## config.mk

```make
export PLATFORM = sky130hd
export DESIGN_NAME = jtframe_db9_pads
export DESIGN_NICKNAME = d
export VERILOG_FILES = /design/src/rtl/jtframe_db9_pkg.sv /design/src/rtl/jtframe_db9_port.sv /design/src/rtl/jtframe_db9_pads.sv
export SDC_FILE = /design/constraint.sdc
export NUM_CORES = 1
export LEC_CHECK = 0
export CORE_UTILIZATION = 34
export CTS_CLUSTER_SIZE = 12
export DETAILED_ROUTE_END_ITERATION = 6
export PLACE_DENSITY = 0.54
export RECOVER_POWER = 100
export SYNTH_ARGS = -nofsm -noshare
export SYNTH_HDL_FRONTEND = slang
export SYNTH_SLANG_ARGS = --single-unit
```

## constraint.sdc

```tcl
create_clock -name clk -period 2.4 [get_ports clk]
set_input_delay 0.48 -clock clk [delete_from_list [all_inputs] [get_ports clk]]
set_output_delay 0.48 -clock clk [all_outputs]
set_load 0.02 [all_outputs]
```

## src/rtl/jtframe_db9_pkg.sv

```systemverilog
// jtframe_db9_pkg
// Shared definitions for the DB9 joystick reader:
//   - bit positions inside the 12-bit active-high pad word
//   - pin positions inside the 6-bit per-port DB9 input slice
//   - pad classification enum and the helper that derives it
//   - sequencer state enum
package jtframe_db9_pkg;

    localparam int PAD_W = 12;
    localparam int PIN_W = 6;

    // Pad word layout {mode,x,y,z,start,c,b,a,right,left,up,down}
    localparam int BTN_DOWN  = 0;
    localparam int BTN_UP    = 1;
    localparam int BTN_LEFT  = 2;
    localparam int BTN_RIGHT = 3;
    localparam int BTN_A     = 4;
    localparam int BTN_B     = 5;
    localparam int BTN_C     = 6;
    localparam int BTN_START = 7;
    localparam int BTN_Z     = 8;
    localparam int BTN_Y     = 9;
    localparam int BTN_X     = 10;
    localparam int BTN_MODE  = 11;

    // DB9 input slice layout {p9,p6,right,left,up,down}
    localparam int PIN_DOWN  = 0;
    localparam int PIN_UP    = 1;
    localparam int PIN_LEFT  = 2;
    localparam int PIN_RIGHT = 3;
    localparam int PIN_P6    = 4;
    localparam int PIN_P9    = 5;

    typedef enum logic [1:0] {
        PAD_NONE = 2'b00,   // Atari / 2-button stick, or nothing connected
        PAD_3B   = 2'b01,   // Sega 3-button
        PAD_6B   = 2'b10    // Sega 6-button
    } pad_type_e;

    typedef enum logic {
        ST_IDLE = 1'b0,
        ST_SCAN = 1'b1
    } seq_state_e;

    // A Sega pad pulls left and right low together while select is low;
    // a 6-button pad additionally grounds all four directions in phase 5.
    function automatic pad_type_e pad_class(input logic present, input logic six);
        if (!present) begin
            return PAD_NONE;
        end else if (six) begin
            return PAD_6B;
        end else begin
            return PAD_3B;
        end
    endfunction

endpackage

```

## src/rtl/jtframe_db9_port.sv

```systemverilog
// jtframe_db9_port
// Per-port sample latches and publish logic. The shared sequencer in the
// top level tells this block when to capture each phase and when to
// publish; all ports therefore publish on the same cycle.
// Ports:
//   clk, rst        system clock, synchronous active-high reset
//   pins_i          synchronised active-high pins {p9,p6,right,left,up,down}
//   smp_ph0_i ..    one-cycle capture strobes for select phases 0, 1, 5, 6
//   publish_i       one-cycle strobe: load pad_o/pad_type_o from the latches
//   pad_o           active-high button word {mode,x,y,z,start,c,b,a,R,L,U,D}
//   pad_type_o      00 none/Atari, 01 Sega 3-button, 10 Sega 6-button
module jtframe_db9_port
    import jtframe_db9_pkg::*;
(
    input  logic             clk,
    input  logic             rst,
    input  logic [PIN_W-1:0] pins_i,
    input  logic             smp_ph0_i,
    input  logic             smp_ph1_i,
    input  logic             smp_ph5_i,
    input  logic             smp_ph6_i,
    input  logic             publish_i,
    output logic [PAD_W-1:0] pad_o,
    output logic [1:0]       pad_type_o
);

    logic [3:0]       dir_d, dir_q;     // {right,left,up,down}
    logic             b_d, b_q;
    logic             c_d, c_q;
    logic             a_d, a_q;
    logic             start_d, start_q;
    logic             present_d, present_q;
    logic             six_d, six_q;
    logic [3:0]       ext_d, ext_q;     // {mode,x,y,z}
    logic [PAD_W-1:0] word;
    logic [PAD_W-1:0] pad_d, pad_q;
    pad_type_e        frame_type;
    pad_type_e        type_d, type_q;

    always_comb begin
        dir_d     = dir_q;
        b_d       = b_q;
        c_d       = c_q;
        a_d       = a_q;
        start_d   = start_q;
        present_d = present_q;
        six_d     = six_q;
        ext_d     = ext_q;

        if (smp_ph0_i) begin
            dir_d = pins_i[PIN_RIGHT:PIN_DOWN];
            b_d   = pins_i[PIN_P6];
            c_d   = pins_i[PIN_P9];
        end
        if (smp_ph1_i) begin
            present_d = pins_i[PIN_LEFT] & pins_i[PIN_RIGHT];
            a_d       = pins_i[PIN_P6];
            start_d   = pins_i[PIN_P9];
        end
        if (smp_ph5_i) begin
            six_d = &pins_i[PIN_RIGHT:PIN_DOWN];
        end
        if (smp_ph6_i) begin
            // Phase 6 reuses the direction lines: Z=up, Y=down, X=left, MODE=right
            ext_d = {pins_i[PIN_RIGHT], pins_i[PIN_LEFT], pins_i[PIN_DOWN], pins_i[PIN_UP]};
        end
    end

    // Every latch is rewritten each frame before the publish strobe, so the
    // latches themselves carry no reset.
    always_ff @(posedge clk) begin
        dir_q     <= dir_d;
        b_q       <= b_d;
        c_q       <= c_d;
        a_q       <= a_d;
        start_q   <= start_d;
        present_q <= present_d;
        six_q     <= six_d;
        ext_q     <= ext_d;
    end

    // Assemble the frame word. For a plain stick the two fire buttons on
    // p6/p9 land in b/c and a/start stay clear.
    always_comb begin
        frame_type = pad_class(present_q, six_q);
        word       = '0;
        word[BTN_RIGHT:BTN_DOWN] = dir_q;
        word[BTN_B]              = b_q;
        word[BTN_C]              = c_q;
        if (frame_type != PAD_NONE) begin
            word[BTN_A]     = a_q;
            word[BTN_START] = start_q;
        end
        if (frame_type == PAD_6B) begin
            word[BTN_MODE:BTN_Z] = ext_q;
        end
        pad_d  = publish_i ? word : pad_q;
        type_d = publish_i ? frame_type : type_q;
    end

    always_ff @(posedge clk) begin
        if (rst) begin
            pad_q  <= '0;
            type_q <= PAD_NONE;
        end else begin
            pad_q  <= pad_d;
            type_q <= type_d;
        end
    end

    assign pad_o      = pad_q;
    assign pad_type_o = type_q;

endmodule

```

## src/rtl/jtframe_db9_pads.sv

```systemverilog
// jtframe_db9_pads
// Multi-port DB9 joystick reader. One shared select line runs the Sega
// 8-phase protocol on all ports at once; each port is classified and its
// button word published atomically once per scan frame.
// Frame = IDLE_CYC cycles with select high, then 8 phases of PHASE_CYC.
// Ports:
//   clk, rst     system clock, synchronous active-high reset
//   db9_i        raw active-low pins, port n at [6n+5:6n] = {p9,p6,R,L,U,D}
//   sel_o        shared select line (pin 7)
//   pad_o        active-high words, port n at [12n+11:12n]
//   pad_type_o   classification, port n at [2n+1:2n]
//   frame_done   one-cycle pulse on the cycle pad_o/pad_type_o change
module jtframe_db9_pads
    import jtframe_db9_pkg::*;
#(
    parameter int PORTS     = 2,
    parameter int PHASE_CYC = 480,
    parameter int IDLE_CYC  = 96000
) (
    input  logic                   clk,
    input  logic                   rst,
    input  logic [PORTS*PIN_W-1:0] db9_i,
    output logic                   sel_o,
    output logic [PORTS*PAD_W-1:0] pad_o,
    output logic [PORTS*2-1:0]     pad_type_o,
    output logic                   frame_done
);

    localparam int PH_W   = $clog2(PHASE_CYC);
    localparam int IDLE_W = $clog2(IDLE_CYC);
    localparam logic [PH_W-1:0]   PH_LAST   = PH_W'(PHASE_CYC - 1);
    localparam logic [IDLE_W-1:0] IDLE_LAST = IDLE_W'(IDLE_CYC - 1);

    // Input synchroniser; inverted afterwards so everything downstream is
    // active-high.
    logic [PORTS*PIN_W-1:0] meta_d, meta_q;
    logic [PORTS*PIN_W-1:0] sync_d, sync_q;
    logic [PORTS*PIN_W-1:0] pins_hi;

    always_comb begin
        meta_d = db9_i;
        sync_d = meta_q;
    end

    always_ff @(posedge clk) begin
        meta_q <= meta_d;
        sync_q <= sync_d;
    end

    assign pins_hi = ~sync_q;

    // Sequencer
    seq_state_e        state_d, state_q;
    logic [IDLE_W-1:0] idle_cnt_d, idle_cnt_q;
    logic [PH_W-1:0]   ph_cyc_d, ph_cyc_q;
    logic [2:0]        phase_d, phase_q;
    logic              sel_d, sel_q;
    logic              frame_done_d, frame_done_q;
    logic              phase_end;
    logic              publish;
    logic              smp_ph0, smp_ph1, smp_ph5, smp_ph6;

    always_comb begin
        state_d    = state_q;
        idle_cnt_d = idle_cnt_q;
        ph_cyc_d   = ph_cyc_q;
        phase_d    = phase_q;
        publish    = 1'b0;
        phase_end  = 1'b0;

        case (state_q)
            ST_IDLE: begin
                if (idle_cnt_q == IDLE_LAST) begin
                    idle_cnt_d = '0;
                    ph_cyc_d   = '0;
                    phase_d    = 3'd0;
                    state_d    = ST_SCAN;
                end else begin
                    idle_cnt_d = idle_cnt_q + 1'b1;
                end
            end
            ST_SCAN: begin
                if (ph_cyc_q == PH_LAST) begin
                    // Last cycle of the phase: the pins have had PHASE_CYC-1
                    // cycles to settle since the select edge.
                    phase_end = 1'b1;
                    ph_cyc_d  = '0;
                    phase_d   = phase_q + 3'd1;
                    if (phase_q == 3'd7) begin
                        publish = 1'b1;
                        state_d = ST_IDLE;
                    end
                end else begin
                    ph_cyc_d = ph_cyc_q + 1'b1;
                end
            end
            default: begin
                state_d = ST_IDLE;
            end
        endcase

        smp_ph0 = phase_end && (phase_q == 3'd0);
        smp_ph1 = phase_end && (phase_q == 3'd1);
        smp_ph5 = phase_end && (phase_q == 3'd5);
        smp_ph6 = phase_end && (phase_q == 3'd6);

        // Select is registered from the next state so the pin never glitches.
        sel_d        = (state_d == ST_IDLE) || !phase_d[0];
        frame_done_d = publish;
    end

    always_ff @(posedge clk) begin
        if (rst) begin
            state_q      <= ST_IDLE;
            idle_cnt_q   <= '0;
            ph_cyc_q     <= '0;
            phase_q      <= 3'd0;
            sel_q        <= 1'b1;
            frame_done_q <= 1'b0;
        end else begin
            state_q      <= state_d;
            idle_cnt_q   <= idle_cnt_d;
            ph_cyc_q     <= ph_cyc_d;
            phase_q      <= phase_d;
            sel_q        <= sel_d;
            frame_done_q <= frame_done_d;
        end
    end

    assign sel_o      = sel_q;
    assign frame_done = frame_done_q;

    for (genvar n = 0; n < PORTS; n++) begin : g_port
        jtframe_db9_port u_port (
            .clk        (clk),
            .rst        (rst),
            .pins_i     (pins_hi[PIN_W*n +: PIN_W]),
            .smp_ph0_i  (smp_ph0),
            .smp_ph1_i  (smp_ph1),
            .smp_ph5_i  (smp_ph5),
            .smp_ph6_i  (smp_ph6),
            .publish_i  (publish),
            .pad_o      (pad_o[PAD_W*n +: PAD_W]),
            .pad_type_o (pad_type_o[2*n +: 2])
        );
    end

endmodule
```

Word-level counts from Yosys, hierarchy flattened
Index checks and enable logic that the tools add are counted.
{ "classes": {"n_addsub": 3, "eq_ne": 10, "n_mux": 26, "n_bitwise": 5, "reduce_logical": 12} }
{ "ops": {"columns": ["cell", "n"], "rows": [
  ["two-way mux 9 bit", 2],
  ["case mux 9 bit (2 select lines)", 1],
  ["adder 17 x 1 -> 17 bit, second input constant", 1],
  ["== test 17 bit, second input constant", 1],
  ["two-way mux 17 bit", 1],
  ["two-way mux 1 bit", 12],
  ["NOT 12 bit", 1],
  ["adder 9 x 1 -> 9 bit, second input constant", 1],
  ["== test 3 bit, second input constant", 3],
  ["== test 9 bit, second input constant", 1],
  ["two-way mux 2 bit", 4],
  ["two-way mux 4 bit", 2],
  ["AND reduction 4 bit", 2],
  ["two-way mux 3 bit", 2],
  ["case mux 3 bit (2 select lines)", 1],
  ["== test 2 bit, second input constant", 2],
  ["logical AND 1 bit", 4],
  ["nonzero test 2 bit", 2],
  ["adder 3 x 1 -> 3 bit, second input constant", 1],
  ["== test 3 x 1 -> 1 bit, second input constant", 1],
  ["logical NOT 3 bit", 1],
  ["AND 1 bit", 2],
  ["inequality test 2 x 1 -> 1 bit, second input constant", 1],
  ["inequality test 2 bit, second input constant", 1],
  ["other kinds (5)", 6]
]} }
{ "word_totals": {"reg_bits": 112, "input_bits": 14, "out_inout_bits": 30, "elab_cells": 85} }

Depth between registers and ports, before layout
{ "logic_depth": {"depth_word": 6, "depth_mapped": 7, "mapped_depth_nobuf": 6} }

By module
A second synthesis with hierarchy kept.
{ "unflattened": {"cells_unflattened": 360, "area_unflattened_um2": 4134.0} }
{ "by_module_without_submodules": {"columns": ["mod", "n_inst", "cells_each", "area_each_um2", "seq_area_each_um2"], "rows": [
  ["jtframe_db9_pads", 1, 220, 2162.1, 1121.1],
  ["jtframe_db9_port", 2, 70, 985.9, 700.7]
]} }

Worst setup path before layout
Ideal clock, no wire load.
{ "synth_path": {"kind": "register to register", "startpoint": "register ph_cyc_q[0]", "endpoint": "register g_port[0].u_port.b_q (enable)", "setup_ps": 399, "t_arrival_ps": 1924, "required_time_ps": 2001, "path_slack_ps": 77, "path_stages_with_launch": 5, "path_buffers": 0, "period_less_slack_ps": 2323, "path_cell_list": "dfxtp_1 > ha_1 > and3_1 > nand4_1 > nor3b_1"} }
{ "synth_via": {"elab_chain_cells": 4} }
{ "synth_rtl": {"columns": ["element", "line", "rtl"], "rows": [
  ["from (decl)", "jtframe_db9_pads.sv:55", "logic [PH_W-1:0] ph_cyc_d, ph_cyc_q;"],
  ["from (signal assigned)", "jtframe_db9_pads.sv:123", "ph_cyc_q <= ph_cyc_d;"],
  ["== test 9 bit", "jtframe_db9_pads.sv:83", "if (ph_cyc_q == PH_LAST) begin"],
  ["two-way mux 1 bit", "jtframe_db9_pads.sv:83", null],
  ["two-way mux 1 bit", "jtframe_db9_pads.sv:71", "case (state_q)"],
  ["logical AND 1 bit", "jtframe_db9_pads.sv:102", "smp_ph0 = phase_end && (phase_q == 3'd0);"],
  ["net g_port[0].u_port.smp_ph0_i", "jtframe_db9_port.sv:18", "input logic smp_ph0_i,"],
  ["to (signal assigned)", "jtframe_db9_port.sv:73", "b_q <= b_d;"],
  ["to (decl)", "jtframe_db9_port.sv:28", "logic b_d, b_q;"]
]} }
The timed path passes the listed nets, and every way through them passes these cells.
A chain may end at the register's enable or synchronous reset.

Worst setup path in the final report
{ "layout_path": {"startpoint": "register ph_cyc_q[0]", "endpoint": "register g_port[1].u_port.ext_q[1] (enable)"} }
{ "layout_via": {"elab_chain_cells": 4} }
{ "layout_rtl": {"columns": ["element", "line", "rtl"], "rows": [
  ["== test 9 bit", "jtframe_db9_pads.sv:83", null],
  ["two-way mux 1 bit", "jtframe_db9_pads.sv:83", null],
  ["two-way mux 1 bit", "jtframe_db9_pads.sv:71", null],
  ["logical AND 1 bit", "jtframe_db9_pads.sv:105", "smp_ph6 = phase_end && (phase_q == 3'd6);"],
  ["net g_port[0].u_port.smp_ph6_i", "jtframe_db9_port.sv:21", "input logic smp_ph6_i,"],
  ["to (signal assigned)", "jtframe_db9_port.sv:79", "ext_q <= ext_d;"],
  ["to (decl)", "jtframe_db9_port.sv:34", "logic [3:0] ext_d, ext_q;"]
]} }
The timed path passes the listed nets, and every way through them passes these cells.

==> results <==
- After detailed routing, the number of remaining DRC violations is 0.
- The number of hold-repair buffers added at the cts stage is 0.
- The tool flagged a number of max-cap violations equal to 0.
- Dividing the final minimum period by the clock period gives 84.2%.
- The number of stages on the worst hold path is 0.
- Combinational logic is responsible for 1.7% of the overall power.
- In this run the critical register-to-register path is captured at g_port[1].u_port.ext_q[1].
- Per report_power, the sequential group accounts for 56.6% of the total.
- Once detailed placement completed, the half-perimeter wirelength came to 4.74 mm.
- The total congestion overflow after global routing is 0.
- At the pin with the least slew margin, the transition time is 0.651 ns.
- The global routing met2 resource utilization is 19.2%.
- In the global route stage, met1 resource usage came out at 16.8%.
- Routability-driven placement finished with a final weighted congestion of 0.769.
- The final number of max-transition violations is 0.
- The depth of the most critical reg-to-reg path is 5.
- The mapped netlist covers 3860 um2.
- The first TritonRoute pass finished after 4 iterations.
- The setup fix buffers added after clock tree synthesis is 0.
- For this design the static power due to leakage is 1.83 nW.
- The total area inside the core boundary comes to 10900 um2.
- Summed over all layers, the routed wires come to 6.91 mm.
- By area the synthesized netlist is led by sky130_fd_sc_hd__dfxtp_1 (44%), sky130_fd_sc_hd__edfxtp_1 (22%), sky130_fd_sc_hd__a22o_1 (4.5%).
- The via count of the first global-routing pass came to 2283.
- Across all setup checks in the final design, the least slack found is 0.379 ns.
- The die extent in y is 109 um.
- At the worst endpoint, the arrival time is 2.03 ns.
- The flip-flop cell with the highest count after synthesis is sky130_fd_sc_hd__dfxtp_1.
- In this run, the number of DRC markers left after iteration 0 of detailed routing was 67.
- The share of the synthesized area in the top cell type is 43.5%.
- The number of nets still failing antenna checks after routing is 0.
- The worst reg-to-reg setup slack is 0.38 ns.
- Across all hold checks on the routed design, the worst slack comes to 0.330 ns.
- The total I/O pin count is 44.
- The beginning of the critical path is ph_cyc_q[0].
- The worst register-to-register path begins at ph_cyc_q[0].
- The CTS tree is done.
- At the later pin of the worst-skew pair, clock insertion delay measures 0.34 ns.
- The largest buffer count on any clock path is 2.
- The count of nets after finishing is 384.
- Timing analysis after detailed placement gives a worst setup slack of 0.424 ns.
- The net switching share of the total power is 21.8%.
- The count of unique library cells instantiated by Yosys is 47.
- In the synthesized netlist, the number of instances is 312.
- sky130_fd_sc_hd__dfxtp_1 takes more of the synthesized area than any other cell.
- The number of nets in the synthesized netlist is 333.
- The synthesized design contains 28 enable-type register cells.
- The maximum level of the CTS H-tree is 3.
- After synthesis, the most frequently instantiated cells are sky130_fd_sc_hd__dfxtp_1 (84), sky130_fd_sc_hd__edfxtp_1 (28), sky130_fd_sc_hd__a22o_1 (20), sky130_fd_sc_hd__inv_1 (17), sky130_fd_sc_hd__nor2_1 (17).
- Cell internal power was estimated by the tool at 0.00272 W.
- The pin count of the biggest net entering global routing is 22.
- Yosys instantiated no cell more often than sky130_fd_sc_hd__dfxtp_1.
- The first global-routing pass estimated 11.3 mm of wire.
- The endpoint class of the critical path is a register.
- The proportion of synthesized flip-flops having asynchronous set or reset is 0%.
- The clock slew at the register clock pins of the worst setup and hold paths is 0.08 ns.
- After synthesis, the mean cell area works out to 12.4 um2.
- The category of the most critical setup path is reg -> reg.
- The number of cell rows is 38.
- Port buffering added 43 buffers.
- The final hold violation count came to 0.
- Global routing used 2.89% of the available met3 tracks.
- The number of antenna cells inserted is 0.
- The worst hold path belongs to the class reg -> reg.
- The post-CTS resize count is 0.
- Setup repair after global routing left no endpoint under its margin.
- The flow ran to the end, and the final reports show no timing, DRC or antenna violations.
- The starting density of the core is 35.3%.
- The initial antenna violation count is 0.
- TritonCTS created 9 clock buffers.
- After global routing, the most crowded layer is met2.
- The clock power share is 41.7%.
- The total die area is 11800 um2.
- After detailed routing, the average wire length per cell comes to 13.6 um.
- Using the TritonRoute via totals, the vias-per-cell ratio works out to 4.81.
- Counting every sink on the clock net gives 112.
- Across the VDD grid, the largest voltage drop is 354 uV.
- The required time at the endpoint of the critical path is 2.41 ns.
- In this run, synthesis produced a sequential element count of 112.
- Subtracting the final worst setup slack from the clock period gives 2.02 ns.
- The maximum clock frequency is 495 MHz.
- The worst-case clock skew is 0.0137 ns.
- The startpoint of the worst hold path is meta_q[0].
- The final setup violation count is 0.
- The relative slew slack is 56.6%.
- Yosys printed 0 warnings.
- Compared with the post-synthesis result, the final layout area differs by 22.7%.
- In this run the power spent charging and discharging nets is 0.000758 W.
- In this run the worst path has a maximum fanout of 8.
- The setup TNS is 0 ns.
- The kind of start point of the critical path is a register.
- The floorplan step set the die width to 109 um.
- CTS placed an instance of sky130_fd_sc_hd__clkbuf_16 at the clock tree root.
- Total power for the finished layout comes to 0.00347 W.
- Summing the sequential cell areas from Yosys gives 65.3% of the chip area.
- The routed layout has 2441 vias.
- The global-route usage over all layers is 12.7%.
- The share of layout cells above drive strength 1 is 7.88%.
- The power per cell area is 732 nW/um2.
- The path with the worst hold slack has its endpoint at sync_q[0].
## per-layer routing
metal	share of wire (%)	vias up
li1	-	1255
met1	50	1137
met2	45	45
met3	3.8	4
met4	1.2	0
met5	0	-
## cell families after synthesis
family,Yosys count,synth area share (%)
compound gates,69,13.9
xor+xnor,12,2.72
fa+ha+maj,7,2.27
buf+inv,30,3.59
flops,112,65.3
simple gates,82,12.3
## registers in the layout, indices dropped and copies added (netlist names)
signal and count:
meta_q 12, g_port.u_port.dir_q 8, g_port.u_port.present_q 2, g_port.u_port.pad_type_o 4, state_q 1, g_port.u_port.start_q 2
g_port.u_port.six_q 2, phase_q 3, g_port.u_port.ext_q 8, frame_done 1, sync_q 12, g_port.u_port.pad_o 24
sel_o 1, g_port.u_port.b_q 2, g_port.u_port.c_q 2, ph_cyc_q 9, idle_cnt_q 17, g_port.u_port.a_q 2
## power groups by stage
stage | sequential (W) | combinational, W | clock [W]
2_1_floorplan | 0.00201 | 0.0000315 | 0
3_3_place_gp | 0.00201 | 0.0000645 | 0
3_5_place_dp | 0.00201 | 0.0000652 | 0
4_1_cts | 0.00197 | 0.0000652 | 0.00148
5_1_grt | 0.00197 | 0.0000639 | 0.00157
6_report | 0.00197 | 0.0000573 | 0.00145
## layout by cell type (no fill, tap or decap), types with 3 or more instances in the layout
master                          count
sky130_fd_sc_hd__a211oi_1           3
sky130_fd_sc_hd__a21oi_1           12
sky130_fd_sc_hd__a22o_1            20
sky130_fd_sc_hd__a311oi_1           5
sky130_fd_sc_hd__a32o_1             4
sky130_fd_sc_hd__and2_1             3
sky130_fd_sc_hd__and3_1             8
sky130_fd_sc_hd__and4_1             3
sky130_fd_sc_hd__buf_4              5
sky130_fd_sc_hd__clkbuf_1           3
sky130_fd_sc_hd__clkbuf_16          9
sky130_fd_sc_hd__dfxtp_1           84
sky130_fd_sc_hd__dlygate4sd3_1     42
sky130_fd_sc_hd__edfxtp_1          28
sky130_fd_sc_hd__ha_1               7
sky130_fd_sc_hd__inv_1             17
sky130_fd_sc_hd__inv_6              3
sky130_fd_sc_hd__nand2_1           13
sky130_fd_sc_hd__nand2b_1           3
sky130_fd_sc_hd__nand3_1            6
sky130_fd_sc_hd__nand4_1           10
sky130_fd_sc_hd__nor2_1            17
sky130_fd_sc_hd__o211ai_1           3
sky130_fd_sc_hd__o21ai_0            6
sky130_fd_sc_hd__o31ai_1            3
sky130_fd_sc_hd__or3_1              3
sky130_fd_sc_hd__or4_1              3
sky130_fd_sc_hd__xnor2_1            4
sky130_fd_sc_hd__xor2_1             8
## final cells by class
class	count	area (um2)
fillers	1039	6190
repair buffers	53	489
clock buffers	9	225
inverters	17	63.8
clock inverters	7	72.6
flip-flops and latches	112	2520
well taps	140	175
multi-input cells	170	1190
## stage by stage
stage	instance area (um2)	utilization, %	cells
after detailed placement	4490	41.1	492
after global routing	4740	43.4	508
after floorplan	3860	-	312
final	4740	43.4	508
after global placement	4490	41.1	492
after CTS	4790	43.8	508
## how the worst max path moves through the flow
stage | to | slack (ns) | cells past startpoint
final | g_port[1].u_port.ext_q[1] | 0.38 | 5
after detailed placement | g_port[0].u_port.pad_o[8] | 0.42 | 4
after floorplan | g_port[0].u_port.b_q | 0.08 | 4
after global routing | g_port[1].u_port.ext_q[1] | 0.23 | 5
after global placement | g_port[1].u_port.pad_o[10] | 0.47 | 4
after CTS | g_port[1].u_port.ext_q[1] | 0.48 | 5
## worst max-delay path: stages (launching register included)
cell and delay, ns:
sky130_fd_sc_hd__dfxtp_1 0.37, sky130_fd_sc_hd__ha_1 0.23, sky130_fd_sc_hd__nand4b_1 0.23, sky130_fd_sc_hd__nor3_1 0.22, sky130_fd_sc_hd__clkbuf_1 0.23, sky130_fd_sc_hd__and3_1 0.42
(Power assumes the default switching activity.)
